### src/rtl/note_player_pkg.sv
// Shared types, sizes and the note-to-phase-step table for the note player.
package note_player_pkg;

    typedef enum logic {
        IDLE    = 1'b0,
        PLAYING = 1'b1
    } state_t;

    localparam int PHASE_W     = 20;
    localparam int SAMPLE_W    = 16;
    localparam int SAMPLE_RATE = 48000;
    localparam int STEP_W      = 20;

    // Phase increment per output sample for each note index, scaled for a
    // 2^20 phase wheel at SAMPLE_RATE. Note 49 is A4 (440 Hz), 0 is a rest.
    function automatic logic [STEP_W-1:0] note_step(input logic [5:0] note);
        logic [STEP_W-1:0] s;
        s = '0;
        case (note)
            6'd0:  s = 20'd0;
            6'd1:  s = 20'd601;
            6'd2:  s = 20'd636;
            6'd3:  s = 20'd674;
            6'd4:  s = 20'd714;
            6'd5:  s = 20'd757;
            6'd6:  s = 20'd802;
            6'd7:  s = 20'd850;
            6'd8:  s = 20'd900;
            6'd9:  s = 20'd954;
            6'd10: s = 20'd1010;
            6'd11: s = 20'd1070;
            6'd12: s = 20'd1134;
            6'd13: s = 20'd1201;
            6'd14: s = 20'd1273;
            6'd15: s = 20'd1349;
            6'd16: s = 20'd1429;
            6'd17: s = 20'd1514;
            6'd18: s = 20'd1604;
            6'd19: s = 20'd1699;
            6'd20: s = 20'd1800;
            6'd21: s = 20'd1907;
            6'd22: s = 20'd2021;
            6'd23: s = 20'd2141;
            6'd24: s = 20'd2268;
            6'd25: s = 20'd2403;
            6'd26: s = 20'd2546;
            6'd27: s = 20'd2697;
            6'd28: s = 20'd2858;
            6'd29: s = 20'd3028;
            6'd30: s = 20'd3208;
            6'd31: s = 20'd3398;
            6'd32: s = 20'd3600;
            6'd33: s = 20'd3815;
            6'd34: s = 20'd4041;
            6'd35: s = 20'd4282;
            6'd36: s = 20'd4536;
            6'd37: s = 20'd4806;
            6'd38: s = 20'd5092;
            6'd39: s = 20'd5395;
            6'd40: s = 20'd5715;
            6'd41: s = 20'd6055;
            6'd42: s = 20'd6415;
            6'd43: s = 20'd6797;
            6'd44: s = 20'd7201;
            6'd45: s = 20'd7629;
            6'd46: s = 20'd8083;
            6'd47: s = 20'd8563;
            6'd48: s = 20'd9072;
            6'd49: s = 20'd9612;
            6'd50: s = 20'd10184;
            6'd51: s = 20'd10789;
            6'd52: s = 20'd11431;
            6'd53: s = 20'd12110;
            6'd54: s = 20'd12830;
            6'd55: s = 20'd13593;
            6'd56: s = 20'd14402;
            6'd57: s = 20'd15258;
            6'd58: s = 20'd16165;
            6'd59: s = 20'd17127;
            6'd60: s = 20'd18145;
            6'd61: s = 20'd19224;
            6'd62: s = 20'd20367;
            6'd63: s = 20'd21578;
        endcase
        return s;
    endfunction

endpackage

### src/rtl/note_step_rom.sv
// Combinational lookup from note index to phase-accumulator step.
module note_step_rom
    import note_player_pkg::*;
(
    input  logic [5:0]        note,
    output logic [STEP_W-1:0] step
);

    // Pure table lookup; no state.
    always_comb begin
        step = note_step(note);
    end

endmodule

### src/rtl/note_player.sv
// Plays one note at a time: counts beats for its duration and produces
// triangle-wave samples on request, then tells the song reader it is done.
module note_player
    import note_player_pkg::*;
#(
    parameter int PHASE_W  = note_player_pkg::PHASE_W,
    parameter int SAMPLE_W = note_player_pkg::SAMPLE_W
) (
    input  logic                       clk,
    input  logic                       reset,
    input  logic                       play_enable,
    input  logic [5:0]                 note_to_load,
    input  logic [5:0]                 duration_to_load,
    input  logic                       load_new_note,
    input  logic                       beat,
    input  logic                       generate_next_sample,
    output logic                       done_with_note,
    output logic                       new_sample_ready,
    output logic signed [SAMPLE_W-1:0] sample_out
);

    state_t              state, state_next;
    logic [5:0]          note_r, note_next;
    logic [5:0]          beats_left, beats_next;
    logic [PHASE_W-1:0]  phase, phase_next;
    logic [PHASE_W-1:0]  step, step_next;
    logic                done_next;
    logic                ready_next;
    logic [SAMPLE_W-1:0] sample_next;

    logic [STEP_W-1:0]   rom_step;
    logic [SAMPLE_W-2:0] tri_mag;
    logic [SAMPLE_W-1:0] tri_sample;
    logic                sounding;

    note_step_rom u_step_rom (
        .note (note_to_load),
        .step (rom_step)
    );

    // Fold the top phase bit into a rising/falling ramp and recentre it around zero.
    always_comb begin
        tri_mag    = phase[PHASE_W-1] ? ~phase[PHASE_W-2 -: SAMPLE_W-1]
                                      :  phase[PHASE_W-2 -: SAMPLE_W-1];
        tri_sample = {tri_mag, 1'b0} - {1'b1, {(SAMPLE_W-1){1'b0}}};
    end

    // Next-state and output decisions: sample from the current note first, then let a load override the note registers.
    always_comb begin
        state_next  = state;
        note_next   = note_r;
        beats_next  = beats_left;
        phase_next  = phase;
        step_next   = step;
        done_next   = 1'b0;
        ready_next  = generate_next_sample;
        sample_next = sample_out;
        sounding    = (state == PLAYING) && play_enable && (note_r != 6'd0);

        if (generate_next_sample) begin
            if (sounding) begin
                sample_next = tri_sample;
                phase_next  = phase + step;
            end else begin
                sample_next = '0;
            end
        end

        if (load_new_note) begin
            note_next  = note_to_load;
            beats_next = duration_to_load;
            phase_next = '0;
            step_next  = PHASE_W'(rom_step);
            state_next = PLAYING;
        end else if (state == PLAYING) begin
            if (beats_left == 6'd0) begin
                done_next  = 1'b1;
                state_next = IDLE;
            end else if (play_enable && beat) begin
                if (beats_left == 6'd1) begin
                    done_next  = 1'b1;
                    state_next = IDLE;
                end else begin
                    beats_next = beats_left - 6'd1;
                end
            end
        end
    end

    // State, note registers and all outputs are registered here.
    always_ff @(posedge clk) begin
        if (reset) begin
            state            <= IDLE;
            note_r           <= '0;
            beats_left       <= '0;
            phase            <= '0;
            step             <= '0;
            done_with_note   <= 1'b0;
            new_sample_ready <= 1'b0;
            sample_out       <= '0;
        end else begin
            state            <= state_next;
            note_r           <= note_next;
            beats_left       <= beats_next;
            phase            <= phase_next;
            step             <= step_next;
            done_with_note   <= done_next;
            new_sample_ready <= ready_next;
            sample_out       <= sample_next;
        end
    end

endmodule

### config.mk
export PLATFORM = sky130hd
export DESIGN_NAME = note_player
export DESIGN_NICKNAME = d
export VERILOG_FILES = /design/src/rtl/note_player_pkg.sv /design/src/rtl/note_step_rom.sv /design/src/rtl/note_player.sv
export SDC_FILE = /design/constraint.sdc
export NUM_CORES = 1
export LEC_CHECK = 0
export ABC_AREA = 0
export CORE_MARGIN = 5
export CORE_UTILIZATION = 55
export DETAILED_ROUTE_END_ITERATION = 12
export GPL_ROUTABILITY_DRIVEN = 0
export GPL_TIMING_DRIVEN = 0
export PLACE_DENSITY = 0.85
export SYNTH_ARGS = -nofsm -noshare
export SYNTH_HDL_FRONTEND = slang
export SYNTH_HIERARCHICAL = 1
export SYNTH_SLANG_ARGS = --single-unit
### constraint.sdc
create_clock -name clk -period 2.3 [get_ports clk]
set_clock_uncertainty 0.2 [all_clocks]
set_input_delay 0.23 -clock clk [delete_from_list [all_inputs] [get_ports clk]]
set_output_delay 0.23 -clock clk [all_outputs]
set_load 0.02 [all_outputs]
Word-level counts from Yosys, hierarchy flattened
Memory sizes are Yosys's and may differ from the RTL's. A register that Yosys moved wholly into a read port is not among the register bits. Index checks and enable logic that the tools add are counted.

ROM bits: 960. Output and inout bits: 18. Register bits after elaboration: 71. Memories: 1.

Eq/ne operators: 3. Reductions and logical operators: 11. Muxes and demuxes: 15. Add/sub/neg operators: 3. Bitwise gates (word level): 2.

Memories: (name not given) (depth 64, width 15, read ports 1, clocked after memory_dff 1, wr ports 0, RTL line note_player_pkg.sv:19) `case (note)`.

Operator list (number): $mux 6 (5); $add 20x20->20 (1); $mux 16 (1); $sub 16x16->16 const B (1); $mux 15 (1); $not 15->15 (1); $mux 1 (8); $eq 6x1->1 const B (1); $logic_not 6->1 (1); $reduce_bool 6->1 (1); $sub 6x1->6 const B (1); $ne 2x2->1 const B (2); $reduce_and 4->1 (1); $reduce_bool 2->1 (2); $logic_and 1x1->1 (3); $reduce_or 3->1 (1); $reduce_and 2->1 (1); $reduce_or 2->1 (1); $not 1->1 (1).

Logic depth before layout (Yosys ltp)
Gate-level depths: netlist of run 1.

Depth in word-level cells: 6. Mapped depth: 10.

By module
The synthesis of run 1 kept the hierarchy.

By module, submodules not included: note_player (cells each 449, area an instance 3907.5 um2, times used 1, seq. area each 1401.3 um2); note_step_rom (cells each 206, area an instance 1471.4 um2, times used 1, seq. area each 0.0 um2).

Worst setup path after synthesis of run 1
OpenSTA, ideal clock, no wires.

Path kind: register to register. From: register phase[0]. To: register phase[16]. Period minus slack after synthesis: 2.337 ns. Data arrival time: 2.017 ns. Buffers on the path: 0. Stages on the path, launching flop included: 9. Setup slack: -0.037 ns. Library setup time: 0.120 ns. Path through: dfxtp_1 -> ha_1 -> fa_1 -> a21o_1 -> a221oi_1 -> o21ai_0 -> a211oi_1 -> or4_1 -> nand3_1.

Word-level cells in the longest chain between the ends: 1.

RTL lines: start, declared (RTL line note_player.sv:25) `logic [PHASE_W-1:0] phase, phase_next;`; start signal, assigned (RTL line note_player.sv:105) `phase <= phase_next;`; $add 20x20->20 (RTL line note_player.sv:63) `phase_next = phase + step;`.

Every way passes these cells. A chain may end at the register's enable or synchronous reset.

Worst setup path in the final report of run 1
Ends and elaborated chain as after synthesis.

==> results.json, run 1 <==
{
  "via_count": 5647,
  "fin_nets": 761,
  "power_mw": 3.20,
  "final_cell_count_no_fill": 850,
  "crit_slowest_cell": "fa_2",
  "grt_max_degree": 15,
  "place_area_mm2": 0.00589,
  "cts_hold_buffers": 0,
  "ioPinCount": 36,
  "final_cell_mix": "nor2_1, dfxtp_1, nand2_1, mux2i_1, a21oi_1",
  "clkLatencyLatePin_ns": 0.37,
  "crit_type": "reg -> reg",
  "wl_per_cell_um": 20.2,
  "layout_setup_ws_ns": -0.0229,
  "synth_edf_count": 0,
  "drv_cap": 0,
  "vias_per_cell": 6.64,
  "endpoint_kind": "flop",
  "fin_crit_ns": 2.32,
  "die_h_um": 109,
  "dp_cells": 824,
  "finalHoldViolations": 0,
  "cts_tree": "yes",
  "drc": 0,
  "yosysWarnings": 6,
  "dieWidth_um": 109,
  "htreeDepth": 3,
  "rsz0062_at_grt": "yes",
  "cp_data_arrival_time_ns": 2.38,
  "crit_path_max_fanout": 3,
  "root_buffer": "clkbuf_8",
  "drive_gt1_share_pct": 19.4,
  "start_kind": "flop",
  "grt_pass1_vias": 5415,
  "finalMaxSlewViolations": 0,
  "ant_nets": 0,
  "hold_class": "in -> reg",
  "hpwl_um": 11500,
  "grt_pass1_wl_um": 26600,
  "diodes": 0,
  "ys_seq_area_share_pct": 26.1,
  "leakage_nw": 2.64,
  "cpLargestDelayFamily": "compound AO/OA/AOI/OAI gates",
  "peakVddDrop_mv": 0.414,
  "antenna_found_initial": 0,
  "path_cells": "ha_4 > fa_2 > a21o_1 > a221oi_4 > o21ai_2 > a211oi_2 > or4_1 > nand3_1",
  "track_usage_pct": 28.1,
  "setup_viol": 2,
  "synth_area_mm2": 0.00538,
  "dieArea_mm2": 0.0119,
  "io_buffers": 32,
  "synth-async-reset-ratio_pct": 0,
  "start_util_pct": 55.8,
  "path_buf_inv": 0,
  "fp.coreArea_mm2": 0.00964,
  "status": "finished, violations left",
  "final_common_cell": "nor2_1",
  "yosysUniqueCellTypes": 73,
  "max_freq_mhz": 430,
  "clkTransAtPathRegs_ns": 0.09,
  "worstPathRequired_ns": 2.36,
  "drtIter0Drc": 660,
  "drtPass1Iterations": 6,
  "cp_slowest_stage_delay_ns": 0.39,
  "row_count": 36,
  "worst_pin_slew_ns": 0.702,
  "synth_cells": 655,
  "cts.sinks": 70,
  "slew_headroom_pct": 53.2,
  "power_density_mw_per_mm2": 489,
  "finish.instance_area_mm2": 0.00655,
  "numCtsBuffers": 9,
  "routed_wl_um": 17200,
  "ys.flop_type": "dfxtp_1",
  "post-route-period-util_pct": 101,
  "synth_area_per_cell_um2": 8.21,
  "gr-total-overflow": 0,
  "clock_path_buffers": 2,
  "violations": "negative setup slack",
  "synth_seq_cells": 70,
  "areaGrowthSynthToFinish_pct": 21.8,
  "filler_cell_count": 726
}
synthesized netlist by cell type (9+ instances only):
master    number  share of area [%]
nor2_1        79                5.5
dfxtp_1       70                 26
a21oi_1       44                4.1
nand2_1       44                3.1
mux2i_1       42                7.8
ha_1          30                7.0
nor2b_1       24                2.8
nand3_1       22                2.0
o21ai_0       19                1.8
xor2_1        18                2.9
inv_1         16                1.1
clkbuf_1      15                1.0
buf_2         14                1.3
a221oi_1      12                2.0
nor3_1        12                1.1
o211ai_1      12                1.7
buf_4         11                1.5
a211oi_1      10                1.4
buf_6          9                1.9
report_power, final:
part	internal (mW)	total, mW	switching (mW)
registers	1.26	1.30	0.0456
clock network	0.626	1.17	0.547
logic	0.306	0.729	0.423
state kept, by name, indices dropped and copies added (netlist names):
register and cells:
sample_out 15, beats_left 6, done_with_note 1, step 20, new_sample_ready 1, state 1, phase 20, note_r 6
worst paths after layout:
| path | from | to | slack [ns] | depth (start not counted) |
|---|---|---|---|---|
| max | phase[0]$_SDFFE_PP0P_ | phase[16]$_SDFFE_PP0P_ | -0.02 | 8 |
| min | note_to_load[0] | note_r[0]$_SDFFE_PP0P_ | 0.08 | 3 |
| max reg2reg | phase[0]$_SDFFE_PP0P_ | phase[16]$_SDFFE_PP0P_ | -0.02 | 8 |
| min reg2reg | state$_SDFF_PP0_ | done_with_note$_SDFF_PP0_ | 0.25 | 2 |
what timing repair did:
item,4_1_cts,5_1_grt
gates resized for setup,39,47
buffers inserted,2,9
pin swaps,8,15
endpoints found under the hold margin,0,0
setup endpoints to repair,21,18
logic make-up after synthesis:
kind of cell	Yosys count	synth area share, %
simple gates	228	20.4
compound gates	177	24.1
buf+inv	71	7.30
flops	70	26.1
mux	49	10.1
fa+ha+maj	31	7.35
xor+xnor	27	4.54
other cells	2	0.140
tightest hold or removal path: stages:
cell,delay [ns]
buf_4,0.19
mux2i_1,0.10
nor2_1,0.08
final cells by class:
class / instances / area, um2 / area share [%]
clock inverters: 7 / 104 / 1.59
plain buffers: 52 / 344 / 5.25
multi-input cells: 518 / 3930 / 59.9
clock buffers: 9 / 124 / 1.89
inverters: 18 / 76.3 / 1.17
flip-flops and latches: 70 / 1410 / 21.5
repair buffers: 43 / 400 / 6.11
well taps: 133 / 166 / 2.54
per-layer routing:
metal  part of all wire [%]  GRT usage (%)  wire (um)  vias to the layer above
met3                     11           7.93       1860                      133
met1                     38           34.1       6490                     2564
li1                       -              -          -                     2501
met2                     45           44.4       7710                      449
met5                      0              0          0                        -
met4                    6.6           16.0       1130                        0
per-stage QoR:
step           setup TNS [ns]  hold slack (ns)  utilization (%)  setup WS, ns
6_report              -0.0252           0.0831             68.0       -0.0229
5_1_grt                -0.264           0.0900             68.0       -0.0871
4_1_cts                     0           0.0556             65.0       0.00306
3_5_place_dp           -12.50            0.237             61.1         -1.13
3_3_place_gp           -11.88            0.236             61.1         -1.09
2_1_floorplan               0            0.173                -        0.0443
Power figures use the tool's default switching activity.
==> run 2, diff against run 1 <==
--- a/config.mk
+++ b/config.mk
@@ -7,11 +7,11 @@
 export LEC_CHECK = 0
 export ABC_AREA = 0
 export CORE_MARGIN = 5
-export CORE_UTILIZATION = 55
+export CORE_UTILIZATION = 25
 export DETAILED_ROUTE_END_ITERATION = 12
 export GPL_ROUTABILITY_DRIVEN = 0
 export GPL_TIMING_DRIVEN = 0
-export PLACE_DENSITY = 0.85
+export PLACE_DENSITY = 0.47
 export SYNTH_ARGS = -nofsm -noshare
 export SYNTH_HDL_FRONTEND = slang
 export SYNTH_HIERARCHICAL = 1
==> constraint.sdc (replaced) <==
create_clock -name clk -period 2.4 [get_ports clk]
set_clock_uncertainty 0.2 [all_clocks]
set_input_delay 0.24 -clock clk [delete_from_list [all_inputs] [get_ports clk]]
set_output_delay 0.24 -clock clk [all_outputs]
set_load 0.02 [all_outputs]
==> run 2 against run 1 <==
Effect of this change:
- the run now ends clean
- die area increased by 110%
- routed wire length up 0.69%
- combinational power is 7.5% lower
- core utilization decreased by 37 points
- via count decreased by 8.9%
- design area up 0.94%
- cell count is 16% higher
- sequential share of layout area fell by 0.31 points
- fmax decreased by 0.81%
==> results.json, run 2 (synthesized netlist as in run 1, its figures left out) <==
{
  "drv_cap": 0,
  "hold_ws_ns": 0.102,
  "ant_nets": 0,
  "slew_headroom_pct": 47.4,
  "row_count": 53,
  "start_kind": "flop",
  "fin_util_pct": 31.4,
  "grt_max_degree": 14,
  "io_buffers": 32,
  "ioPinCount": 36,
  "track_usage_pct": 14.1,
  "worstPathRequired_ns": 2.48,
  "clkLatencyLatePin_ns": 0.35,
  "worst_pin_slew_ns": 0.789,
  "via_count": 5143,
  "place_ws_ns": -1.22,
  "cts_hold_buffers": 0,
  "wl_per_cell_um": 17.6,
  "filler_cell_count": 2274,
  "peakVddDrop_mv": 0.349,
  "grt_use_met2_pct": 21.3,
  "layout_setup_ws_ns": 0.0581,
  "die_h_um": 157,
  "grt_pass1_vias": 4950,
  "gr-total-overflow": 0,
  "fin_nets": 755,
  "vias_per_cell": 5.22,
  "hold_class": "in -> reg",
  "drtIter0Drc": 370,
  "clock_path_buffers": 2,
  "final_common_cell": "nor2_1",
  "crit_path_max_fanout": 6,
  "status": "finished, final reports clean",
  "power_mw": 3.28,
  "r2r_cells": 6,
  "finalHoldViolations": 0,
  "leakage_nw": 2.64,
  "drive_gt1_share_pct": 16.3,
  "numCtsBuffers": 9,
  "grt_use_met3_pct": 3.54,
  "hpwl_um": 12700,
  "antenna_found_initial": 0,
  "busiest_layer": "met2",
  "areaGrowthSynthToFinish_pct": 22.9,
  "start_util_pct": 25.5,
  "post-route-period-util_pct": 97.6,
  "cts.sinks": 70,
  "dieWidth_um": 157,
  "grt_pass1_wl_um": 27600,
  "drtPass1Iterations": 5,
  "max_freq_mhz": 427,
  "routed_wl_um": 17300,
  "dieArea_mm2": 0.0245,
  "endpoint_kind": "flop",
  "htreeDepth": 3,
  "crit_type": "reg -> reg",
  "final_cell_mix": "nor2_1, dfxtp_1, nand2_1, mux2i_1, a21oi_1",
  "root_buffer": "clkbuf_16",
  "fp.coreArea_mm2": 0.0211,
  "hold_path_depth": 3,
  "cp_data_arrival_time_ns": 2.42,
  "cts_tree": "yes",
  "finalMaxSlewViolations": 0,
  "power_density_mw_per_mm2": 495,
  "reg_top3": "phase (20), step (20), sample_out (15)",
  "clkTransAtPathRegs_ns": 0.06,
  "drc": 0,
  "setup_viol": 0,
  "fin_crit_ns": 2.34,
  "diodes": 0,
  "grtUsageMet1_pct": 19.6
}
[run 2: path summary, 6_finish.rpt]
kind | start | endpoint | slack [ns]
worst min-delay path | note_to_load[0] | note_r[0]$_SDFFE_PP0P_ | 0.10
worst max register to register | phase[8]$_SDFFE_PP0P_ | phase[19]$_SDFFE_PP0P_ | 0.06
worst min register to register | state$_SDFF_PP0_ | done_with_note$_SDFF_PP0_ | 0.26
worst max-delay path | phase[8]$_SDFFE_PP0P_ | phase[19]$_SDFFE_PP0P_ | 0.06
[run 2: repair_timing]
item,CTS,global route
setup endpoints to repair,17,15
buffers inserted,1,4
gates resized for setup,26,32
pin swaps,2,7
[run 2: worst max-delay path, cell delays in order (launching register included)]
cell	delay (ns)
dfxtp_1	0.34
ha_1	0.47
and3_1	0.30
o2111ai_2	0.24
a21oi_2	0.30
mux2_2	0.36
nand4_1	0.07
[run 2: area by class of cell]
type | instances | area [um2] | share of cell area (%)
multi-input combinational | 518 | 3790 | 57.4
sequential | 70 | 1400 | 21.2
timing repair buffer | 37 | 355 | 5.37
tap | 275 | 344 | 5.20
buffer | 52 | 340 | 5.15
clock buffer | 9 | 225 | 3.41
inverter | 18 | 76.3 | 1.15
clock inverter | 7 | 73.8 | 1.12
[run 2: stage by stage]
stage / TNS [ns] / instance area (um2) / cells
detailed placement: -12.60 / 6060 / 966
global placement: -13.64 / 6060 / 966
CTS: -0.00509 / 6420 / 983
finish: 0 / 6610 / 986
global route: -0.0610 / 6610 / 986
floorplan: 0 / 5390 / 659
[run 2: where the power goes]
group	total (mW)	internal (mW)	switching, mW
combinational	0.674	0.275	0.399
clock	1.36	0.806	0.553
sequential	1.24	1.20	0.0376
[run 2: metal layers]
metal	wire length, um	vias to the layer above	share of wire [%]
li1	-	2497	-
met1	8160	2421	47
met2	7600	195	44
met3	1120	30	6.4
met4	431	0	2.5
met5	0	-	0
